<file path="src/rtl/tsn_queue_update.sv">
// Descriptor update stage: holds one enqueue request until the egress gate for its
// traffic class opens, then presents {qnum, addr} downstream, or drops it after bounded retries.
module tsn_queue_update #(
    parameter int QNUM_W      = 8,
    parameter int ADDR_W      = 16,
    parameter int NPORTS      = 4,
    parameter int NTC         = 8,
    parameter int EXPRESS_MIN = 6,
    parameter int MAX_RETRY   = 15,
    parameter int RETRY_W     = 4,
    localparam int TC_W       = $clog2(NTC),
    localparam int PORT_W     = $clog2(NPORTS),
    localparam int IDX_W      = $clog2(NPORTS * NTC)
) (
    input  logic                     clk_in,
    input  logic                     rst_n,
    input  logic                     in_vld,
    output logic                     in_rdy,
    input  logic [QNUM_W-1:0]        in_qnum,
    input  logic [TC_W-1:0]          in_tc,
    input  logic [PORT_W-1:0]        in_port_i,
    input  logic [PORT_W:0]          in_port_o,
    input  logic [ADDR_W-1:0]        in_addr,
    input  logic [NPORTS*NTC-1:0]    port_state,
    output logic                     out_vld,
    input  logic                     out_rdy,
    output logic [QNUM_W+ADDR_W-1:0] out_desc,
    output logic [PORT_W-1:0]        out_port,
    output logic [PORT_W-1:0]        out_port_i,
    output logic                     out_express,
    output logic                     drop_pulse,
    output logic [15:0]              drop_cnt
);

    typedef enum logic [2:0] {IDLE, LOAD, JUDGE, WRITE, DROP} state_t;

    state_t                     state_q;
    logic [QNUM_W-1:0]          qnum_q;
    logic [TC_W-1:0]            tc_q;
    logic [PORT_W-1:0]          port_i_q;
    logic [PORT_W:0]            port_o_q;
    logic [ADDR_W-1:0]          addr_q;
    logic                       port_ok_q;
    logic [IDX_W-1:0]           gate_idx_q;
    logic                       express_q;
    logic [RETRY_W-1:0]         retry_q;
    logic                       out_vld_q;
    logic [QNUM_W+ADDR_W-1:0]   out_desc_q;
    logic [PORT_W-1:0]          out_port_q;
    logic [PORT_W-1:0]          out_port_i_q;
    logic                       out_express_q;
    logic                       drop_pulse_q;
    logic [15:0]                drop_cnt_q;

    logic [IDX_W-1:0]           gate_idx_d;
    logic                       port_ok_d;
    logic                       express_d;
    logic                       gate_open_d;
    logic                       retry_last_d;
    logic [15:0]                drop_cnt_d;

    // Gate index is only meaningful for a valid port; an invalid port never reaches the lookup.
    always_comb begin
        gate_idx_d   = IDX_W'(32'(port_o_q) * NTC + 32'(tc_q));
        port_ok_d    = (32'(port_o_q) < NPORTS);
        express_d    = (32'(tc_q) >= EXPRESS_MIN);
        gate_open_d  = port_state[gate_idx_q];
        retry_last_d = (MAX_RETRY != 0) && (retry_q == RETRY_W'(MAX_RETRY - 1));
        drop_cnt_d   = (drop_cnt_q == 16'hFFFF) ? drop_cnt_q : drop_cnt_q + 16'd1;
    end

    always_ff @(posedge clk_in or negedge rst_n) begin
        if (!rst_n) begin
            state_q       <= IDLE;
            qnum_q        <= '0;
            tc_q          <= '0;
            port_i_q      <= '0;
            port_o_q      <= '0;
            addr_q        <= '0;
            port_ok_q     <= 1'b0;
            gate_idx_q    <= '0;
            express_q     <= 1'b0;
            retry_q       <= '0;
            out_vld_q     <= 1'b0;
            out_desc_q    <= '0;
            out_port_q    <= '0;
            out_port_i_q  <= '0;
            out_express_q <= 1'b0;
            drop_pulse_q  <= 1'b0;
            drop_cnt_q    <= '0;
        end else begin
            drop_pulse_q <= 1'b0;
            case (state_q)
                IDLE: begin
                    if (in_vld) begin
                        qnum_q   <= in_qnum;
                        tc_q     <= in_tc;
                        port_i_q <= in_port_i;
                        port_o_q <= in_port_o;
                        addr_q   <= in_addr;
                        retry_q  <= '0;
                        state_q  <= LOAD;
                    end
                end
                LOAD: begin
                    port_ok_q  <= port_ok_d;
                    gate_idx_q <= gate_idx_d;
                    express_q  <= express_d;
                    state_q    <= JUDGE;
                end
                JUDGE: begin
                    if (!port_ok_q || (!gate_open_d && retry_last_d)) begin
                        drop_pulse_q <= 1'b1;
                        drop_cnt_q   <= drop_cnt_d;
                        state_q      <= DROP;
                    end else if (gate_open_d) begin
                        out_vld_q     <= 1'b1;
                        out_desc_q    <= {qnum_q, addr_q};
                        out_port_q    <= port_o_q[PORT_W-1:0];
                        out_port_i_q  <= port_i_q;
                        out_express_q <= express_q;
                        state_q       <= WRITE;
                    end else begin
                        retry_q <= retry_q + 1'b1;
                    end
                end
                WRITE: begin
                    if (out_rdy) begin
                        out_vld_q <= 1'b0;
                        state_q   <= IDLE;
                    end
                end
                DROP: state_q <= IDLE;
                default: state_q <= IDLE;
            endcase
        end
    end

    assign in_rdy      = (state_q == IDLE);
    assign out_vld     = out_vld_q;
    assign out_desc    = out_desc_q;
    assign out_port    = out_port_q;
    assign out_port_i  = out_port_i_q;
    assign out_express = out_express_q;
    assign drop_pulse  = drop_pulse_q;
    assign drop_cnt    = drop_cnt_q;

endmodule

</file>
<file path="config.mk">
export PLATFORM = sky130hd
export DESIGN_NAME = tsn_queue_update
export DESIGN_NICKNAME = d
export VERILOG_FILES = /design/src/rtl/tsn_queue_update.sv
export SDC_FILE = /design/constraint.sdc
export NUM_CORES = 1
export LEC_CHECK = 0
export CAP_MARGIN = 20
export CORE_ASPECT_RATIO = 0.6
export CORE_MARGIN = 2
export CORE_UTILIZATION = 35
export CTS_CLUSTER_DIAMETER = 50
export CTS_CLUSTER_SIZE = 14
export DETAILED_ROUTE_END_ITERATION = 7
export GPL_TIMING_DRIVEN = 0
export PLACE_DENSITY = 0.61
export SLEW_MARGIN = 20
export SYNTH_ARGS = -nofsm -noshare
export SYNTH_HDL_FRONTEND = slang
export SYNTH_SLANG_ARGS = --single-unit
</file>
<file path="constraint.sdc">
create_clock -name clk_in -period 1.9 [get_ports clk_in]
set_clock_uncertainty 0.05 [all_clocks]
set_input_delay 0.38 -clock clk_in [delete_from_list [all_inputs] [get_ports clk_in]]
set_output_delay 0.38 -clock clk_in [all_outputs]
set_load 0.05 [all_outputs]
</file>
# ---- Word-level counts from Yosys, hierarchy flattened
# Cells that the tools add are included.
dict set report word_totals {
  reg_bits 93
  input_bits 68
  output_inout_bits 48
  elab_cells 66
}
dict set report op_classes {
  n_addsub 3
  n_lt_le_gt_ge 3
  eq_ne 11
  n_mux 17
  bitwise_logic 2
  reduce_logical 13
}
# op n
set op_table {}
lappend op_table {{16-bit by 1-bit adder with 16-bit output (second input constant)} 1}
lappend op_table {{16-bit equality test (second input constant)} 1}
lappend op_table {{3-bit 2-to-1 mux} 4}
lappend op_table {{4-bit 2-to-1 mux} 3}
lappend op_table {{3-bit case mux with 4 select lines} 1}
lappend op_table {{2-bit inequality test (second input constant)} 5}
lappend op_table {{3-bit AND reduction} 3}
lappend op_table {{4-bit case mux with 2 select lines} 1}
lappend op_table {{4-bit AND reduction} 2}
lappend op_table {{3-bit by 2-bit equality test with 1-bit output (second input constant)} 2}
lappend op_table {{5-bit by 6-bit less-than comparator with 1-bit output (second input constant)} 1}
lappend op_table {{1-bit 2-to-1 mux} 6}
lappend op_table {{5-bit by 3-bit adder with 5-bit output} 1}
lappend op_table {{1-bit binary-select mux with 5-bit select} 1}
lappend op_table {{4-bit by 1-bit adder with 4-bit output (second input constant)} 1}
lappend op_table {{4-bit equality test (second input constant)} 1}
lappend op_table {{2-bit nonzero test} 2}
lappend op_table {{3-bit by 1-bit equality test with 1-bit output (second input constant)} 1}
lappend op_table {{3-bit greater-or-equal comparator (second input constant)} 1}
lappend op_table {{3-bit zero test} 1}
lappend op_table {{3-bit less-than comparator (second input constant)} 1}
lappend op_table {{3-bit inequality test (second input constant)} 1}
lappend op_table {{1-bit zero test} 2}
lappend op_table {{1-bit inverter} 2}
lappend op_table {{other kinds (4)} 4}

# ---- Longest topological paths before layout
dict set report logic_depth {
  ltp_word 7
  mapped_depth 10
  depth_no_buf 8
}

# ---- Worst setup path after synthesis
# Ideal clock, no wire load.
dict set report synth_path {
  path_kind {reg2reg}
  startpoint {register state_q[1]}
  endpoint {register addr_q[0]}
  setup_time_ns 0.117
  arrival_ns 2.392
  required_ns 1.733
  path_slack_ns -0.659
  path_stages_with_launch 7
  n_path_buf 2
  synth_period_minus_slack_ns 2.559
  path_cell_list {dfrtp_1 > buf_2 > nor3_1 > nand2_1 > clkbuf_1 > nand2_1 > nand2_1}
}
dict set report synth_via {
  elab_chain_cells 2
}
# item line_no
set synth_lines {}
lappend synth_lines {{start: declaration} 37} ;# state_t state_q;
lappend synth_lines {{start signal: assignment} 74} ;# state_q <= IDLE;
lappend synth_lines {{start signal: assignment} 102} ;# state_q <= LOAD;
lappend synth_lines {{start signal: assignment} 109} ;# state_q <= JUDGE;
lappend synth_lines {{3-bit zero test} n/a}
lappend synth_lines {{named net in_rdy} 18} ;# output logic in_rdy,
lappend synth_lines {{2-bit AND reduction (no source line)} n/a}
lappend synth_lines {{end signal: assignment} 100} ;# addr_q <= in_addr;
lappend synth_lines {{end: declaration} 42} ;# logic [ADDR_W-1:0] addr_q;
# The timed path passes the listed nets, and every way through them passes these cells.
# A chain may end at the register's enable or synchronous reset.

# ---- Worst setup path in the final report
dict set report layout_path {
  startpoint {register gate_idx_q[1]}
  endpoint {register out_desc_q[10] (netlist: out_desc[10])}
}
dict set report layout_via {
  elab_chain_cells 7
}
# item line_no
set layout_lines {}
lappend layout_lines {{start: declaration} 44} ;# logic [IDX_W-1:0] gate_idx_q;
lappend layout_lines {{start signal: assignment} 107} ;# gate_idx_q <= gate_idx_d;
lappend layout_lines {{1-bit binary-select mux with 5-bit select (*)} 67} ;# gate_open_d = port_state[gate_idx_q];
lappend layout_lines {{1-bit 2-to-1 mux (not written as such) (*)} 67}
lappend layout_lines {{1-bit zero test} 112} ;# if (!port_ok_q || (!gate_open_d && retry_last_d)) begin
lappend layout_lines {{1-bit logical AND} 112}
lappend layout_lines {{1-bit logical OR} 112}
lappend layout_lines {{1-bit inverter (no source line)} n/a}
lappend layout_lines {{3-bit AND reduction (no source line) (*)} n/a}
lappend layout_lines {{end signal: assignment} 118} ;# out_desc_q <= {qnum_q, addr_q};
lappend layout_lines {{end: declaration} 48} ;# logic [QNUM_W+ADDR_W-1:0] out_desc_q;
# Every way passes the cells marked *; elsewhere a longest branch is shown, timed or not. The select of a mux whose other input is x is not followed.

==> tab_implementation.tex <==
\begin{tabular}{lr}
\hline
Metric & Value \\
\hline
\multicolumn{2}{l}{\textbf{Cells and area}} \\
Number of non-filler instances in the completed layout & approximately 700 \\
Cell area after layout & about 6500 sq um \\
Proportion of layout cells with a drive suffix above 1 & 0.2523 \\
Number of nets in the layout & between 600 and 700 \\
Commonest cells after routing, fill and taps aside & sky130\_fd\_sc\_hd\_\_nand2\_1, sky130\_fd\_sc\_hd\_\_dfrtp\_1, sky130\_fd\_sc\_hd\_\_clkdlybuf4s50\_1 \\
Area grow syn2layout & 48.83\% \\
Most common library cell in the layout ignoring fill and taps & sky130\_fd\_sc\_hd\_\_nand2\_1 \\
Antenna diode count & 0 \\
\multicolumn{2}{l}{\textbf{Outcome}} \\
Result of the run & complete, but fails checks \\
Violated checks & setup timing \\
\multicolumn{2}{l}{\textbf{Logic synthesis}} \\
Most used DFF post-synth & sky130\_fd\_sc\_hd\_\_dfrtp\_1 \\
Area share of the leading cell type in the synthesized netlist & 0.5368 \\
Post-synthesis instance area & 4335 sq um \\
Post-synthesis instance total & around 390 \\
Count of state elements after synthesis & slightly above 90 \\
Cells taking the most area after synthesis & sky130\_fd\_sc\_hd\_\_dfrtp\_1, sky130\_fd\_sc\_hd\_\_nand2\_1, sky130\_fd\_sc\_hd\_\_mux2\_4 \\
Number of enable-type register cells in the synthesized netlist & 0 \\
Fraction of registers with async set or reset after synthesis & 1.000 \\
Mean Syn Cell Area & approximately 11 sq um \\
Distinct cell type count after synthesis & 47 \\
Count of yosys warnings during synthesis & 0 \\
Largest area contributor in the netlist & sky130\_fd\_sc\_hd\_\_dfrtp\_1 \\
Net count after synthesis & between 400 and 500 \\
Part of the Yosys area used for sequential elements & 0.5368 \\
\multicolumn{2}{l}{\textbf{Detailed routing}} \\
Pre-antenna DRT Iters & 4 \\
Via count & approximately 3300 \\
Routed length per placed instance & 15.34 um \\
WL final & 10800 um \\
Number of DRC violations after detailed-routing iteration 0 & 176 \\
Via density per instance & $\sim$4.7 \\
Final ANT Viol Nets & 0 \\
DRC & 0 \\
\multicolumn{2}{l}{\textbf{Timing}} \\
Fin crit share & 1.214 \\
Minimum clock period & 2307 ps \\
Setup repair after global routing missed its margin & true \\
Worst path setup slack after routing & -406.6 ps \\
Number of max-slew violations in the final report & 0 \\
Max-Slew Margin vs Limit & 0.6237 \\
Number of endpoints failing setup at the final stage & between 50 and 60 \\
Timing-limited maximum frequency & 0.4335 GHz \\
Worst hold-check slack & slightly above 400 ps \\
Final number of hold-violating endpoints & 0 \\
Worst slew pin tran & between 500 and 600 ps \\
\multicolumn{2}{l}{\textbf{Placed design}} \\
Post-Place Cells & 669 \\
Area of placed instances & 5799 sq um \\
GPL Wtd Cong & roughly 0.78 \\
Number of buffer cells added on primary ports & roughly 120 \\
Half-perimeter wire length after detailed placement & 7367 um \\
\multicolumn{2}{l}{\textbf{Worst setup path}} \\
Critical path's slowest cell & sky130\_fd\_sc\_hd\_\_dfrtp\_1 \\
CP Buf/Inv Count & 3 \\
Worst Path Max Fanout & 7 \\
Cell family contributing the most delay on the critical path & simple AND/OR/NAND/NOR gates \\
Kind of critical path & reg -> reg \\
Data required time at the worst endpoint & 2070 ps \\
Arr. time, crit path & around 2500 ps \\
Type of destination of the critical path & register \\
Cell-by-cell listing of the critical path & buf\_6, buf\_12, mux2i\_1, nand2\_1, and3\_4, a31oi\_4, nand2\_2, nand3\_4, clkbuf\_16, mux2\_4 \\
Peak per-stage delay on the critical path & 340 ps \\
Launching element type of the critical path & register \\
\multicolumn{2}{l}{\textbf{Die}} \\
Effective utilization at floorplan & 0.3594 \\
Core ar. & 12060 sq um \\
Die Y-Extent & between 90 and 100 um \\
Die Width & 147.7 um \\
Area of the die & 13320 sq um \\
Row cnt & 31 \\
Ports & between 100 and 150 \\
\multicolumn{2}{l}{\textbf{GRT}} \\
Number of antenna violations at the first check in global routing & 0 \\
Vias in the first global route & roughly 3400 \\
Maximum number of pins on one net before global-route repair & 51 \\
Global routing usage summed across all routing layers & 0.1662 \\
Total global routing overflow & 0 \\
Wire length of the first global-routing pass & 17550 um \\
\multicolumn{2}{l}{\textbf{Clock tree}} \\
Number of clock sinks & a little over 90 \\
Clock transition at path regs & about 70 ps \\
Htree depth & 3 \\
Maximum buffer depth of the clock tree & 2 \\
Total CTS buffers & 9 \\
Buffer type at the clock tree root & sky130\_fd\_sc\_hd\_\_clkbuf\_16 \\
Clock latency at the later pin of the worst-skew pair & 330 ps \\
CTS tree & yes \\
\multicolumn{2}{l}{\textbf{Flow run}} \\
Maximum capacitance violations & 0 \\
\multicolumn{2}{l}{\textbf{Min path}} \\
Class of the tightest hold or removal check & reg -> reg \\
\multicolumn{2}{l}{\textbf{Power}} \\
Cell Pwr Density & between 1500 and 2000 nW/um\^{}2 \\
Leakage power & 0.003018 uW \\
Largest voltage drop on the vdd net & 972.9 uV \\
\hline
\end{tabular}
-- state kept, by name, indices dropped and copies added (netlist names), 2 cells and up --
register    cells
out_port        2
gate_idx_q      5
out_desc       24
port_i_q        2
qnum_q          8
retry_q         4
drop_cnt       16
port_o_q        3
state_q         3
out_port_i      2
tc_q            3
addr_q         16
-- kinds of logic after synthesis --
kind of cell    after synthesis  synth area share
buf+inv                      22           0.03232
mux                          55            0.1619
fa+ha+maj                     3          0.008659
flops                        93            0.5368
simple gates                178            0.1896
xor+xnor                     13           0.02626
compound gates               24           0.04445
-- where the power goes --
group	internal (uW)	leakage, uW	total (uW)	switching, uW
sequential	2790	0.00114	3360	566
combinational	2550	0.00174	5900	3340
clock	1030	0.000140	1800	770
total	6380	0.00302	11100	4680
-- layout make-up --
type | instances | area (sq um)
inverter | 7 | 26.28
clock inverter | 6 | 71.32
sequential | 93 | 2341
multi-input combinational | 273 | 2087
timing repair buffer | 135 | 1346
clock buffer | 10 | 229.0
fill | 1062 | 5610
tap | 165 | 206.4
buffer | 15 | 145.1
-- per-layer routing --
layer,up-vias,part of all wire,GRT usage
met3,10,0.076,0.05990
li1,1594,-,-
met1,1594,0.49,0.2355
met5,-,0,0
met2,99,0.43,0.2473
met4,0,0.0089,0.02965
-- final timing paths --
kind | from | endpoint | slack, ps | cells past startpoint
min in group asynchronous | rst_n | addr_q[1] | 480 | 2
min reg2reg | port_o_q[2] | port_ok_q | 410 | 1
max | gate_idx_q[1] | out_desc[10] | -410 | 10
max in group asynchronous | rst_n | drop_cnt[2] | 720 | 3
max reg2reg | gate_idx_q[1] | out_desc[10] | -410 | 10
min | port_o_q[2] | port_ok_q | 410 | 1
-- Yosys cell counts, types with 3 or more instances --
library cell and instances:
sky130_fd_sc_hd__nand2b_1 4, sky130_fd_sc_hd__inv_1 7, sky130_fd_sc_hd__nand4_1 3, sky130_fd_sc_hd__dfrtp_1 93
sky130_fd_sc_hd__mux2_2 9, sky130_fd_sc_hd__nor3_1 8, sky130_fd_sc_hd__nand2_1 120, sky130_fd_sc_hd__mux2_4 28
sky130_fd_sc_hd__nand3_1 7, sky130_fd_sc_hd__a22oi_1 4, sky130_fd_sc_hd__nor2_1 11, sky130_fd_sc_hd__clkbuf_1 6
sky130_fd_sc_hd__o21ai_0 4, sky130_fd_sc_hd__buf_6 5, sky130_fd_sc_hd__ha_1 3, sky130_fd_sc_hd__and3_1 5
sky130_fd_sc_hd__mux2i_1 18, sky130_fd_sc_hd__buf_2 3, sky130_fd_sc_hd__xor2_1 11, sky130_fd_sc_hd__a21oi_1 5
-- timing repair --
item                                    in CTS  in global routing
gates resized for setup                     86                 14
setup buffers                               13                  3
gates cloned                                 2                  1
endpoints found under the setup margin     132                 85
pin swaps                                    6                  5
endpoints found under the hold margin       43                  0
hold buffers                                 1                  0
-- per-stage QoR --
step	worst slack, ps	utilization	setup TNS, ps	total power (uW)
floorplan	-189.4	-	-7822	7045
global placement	-3417	0.4784	-332470	8511
detailed placement	-633.8	0.4808	-44810	8629
CTS	-391.8	0.5270	-17510	10960
global route	-505.1	0.5349	-22990	11700
finish	-406.6	0.5349	-17050	11060
No activity file was read; power rests on OpenSTA's default activity.
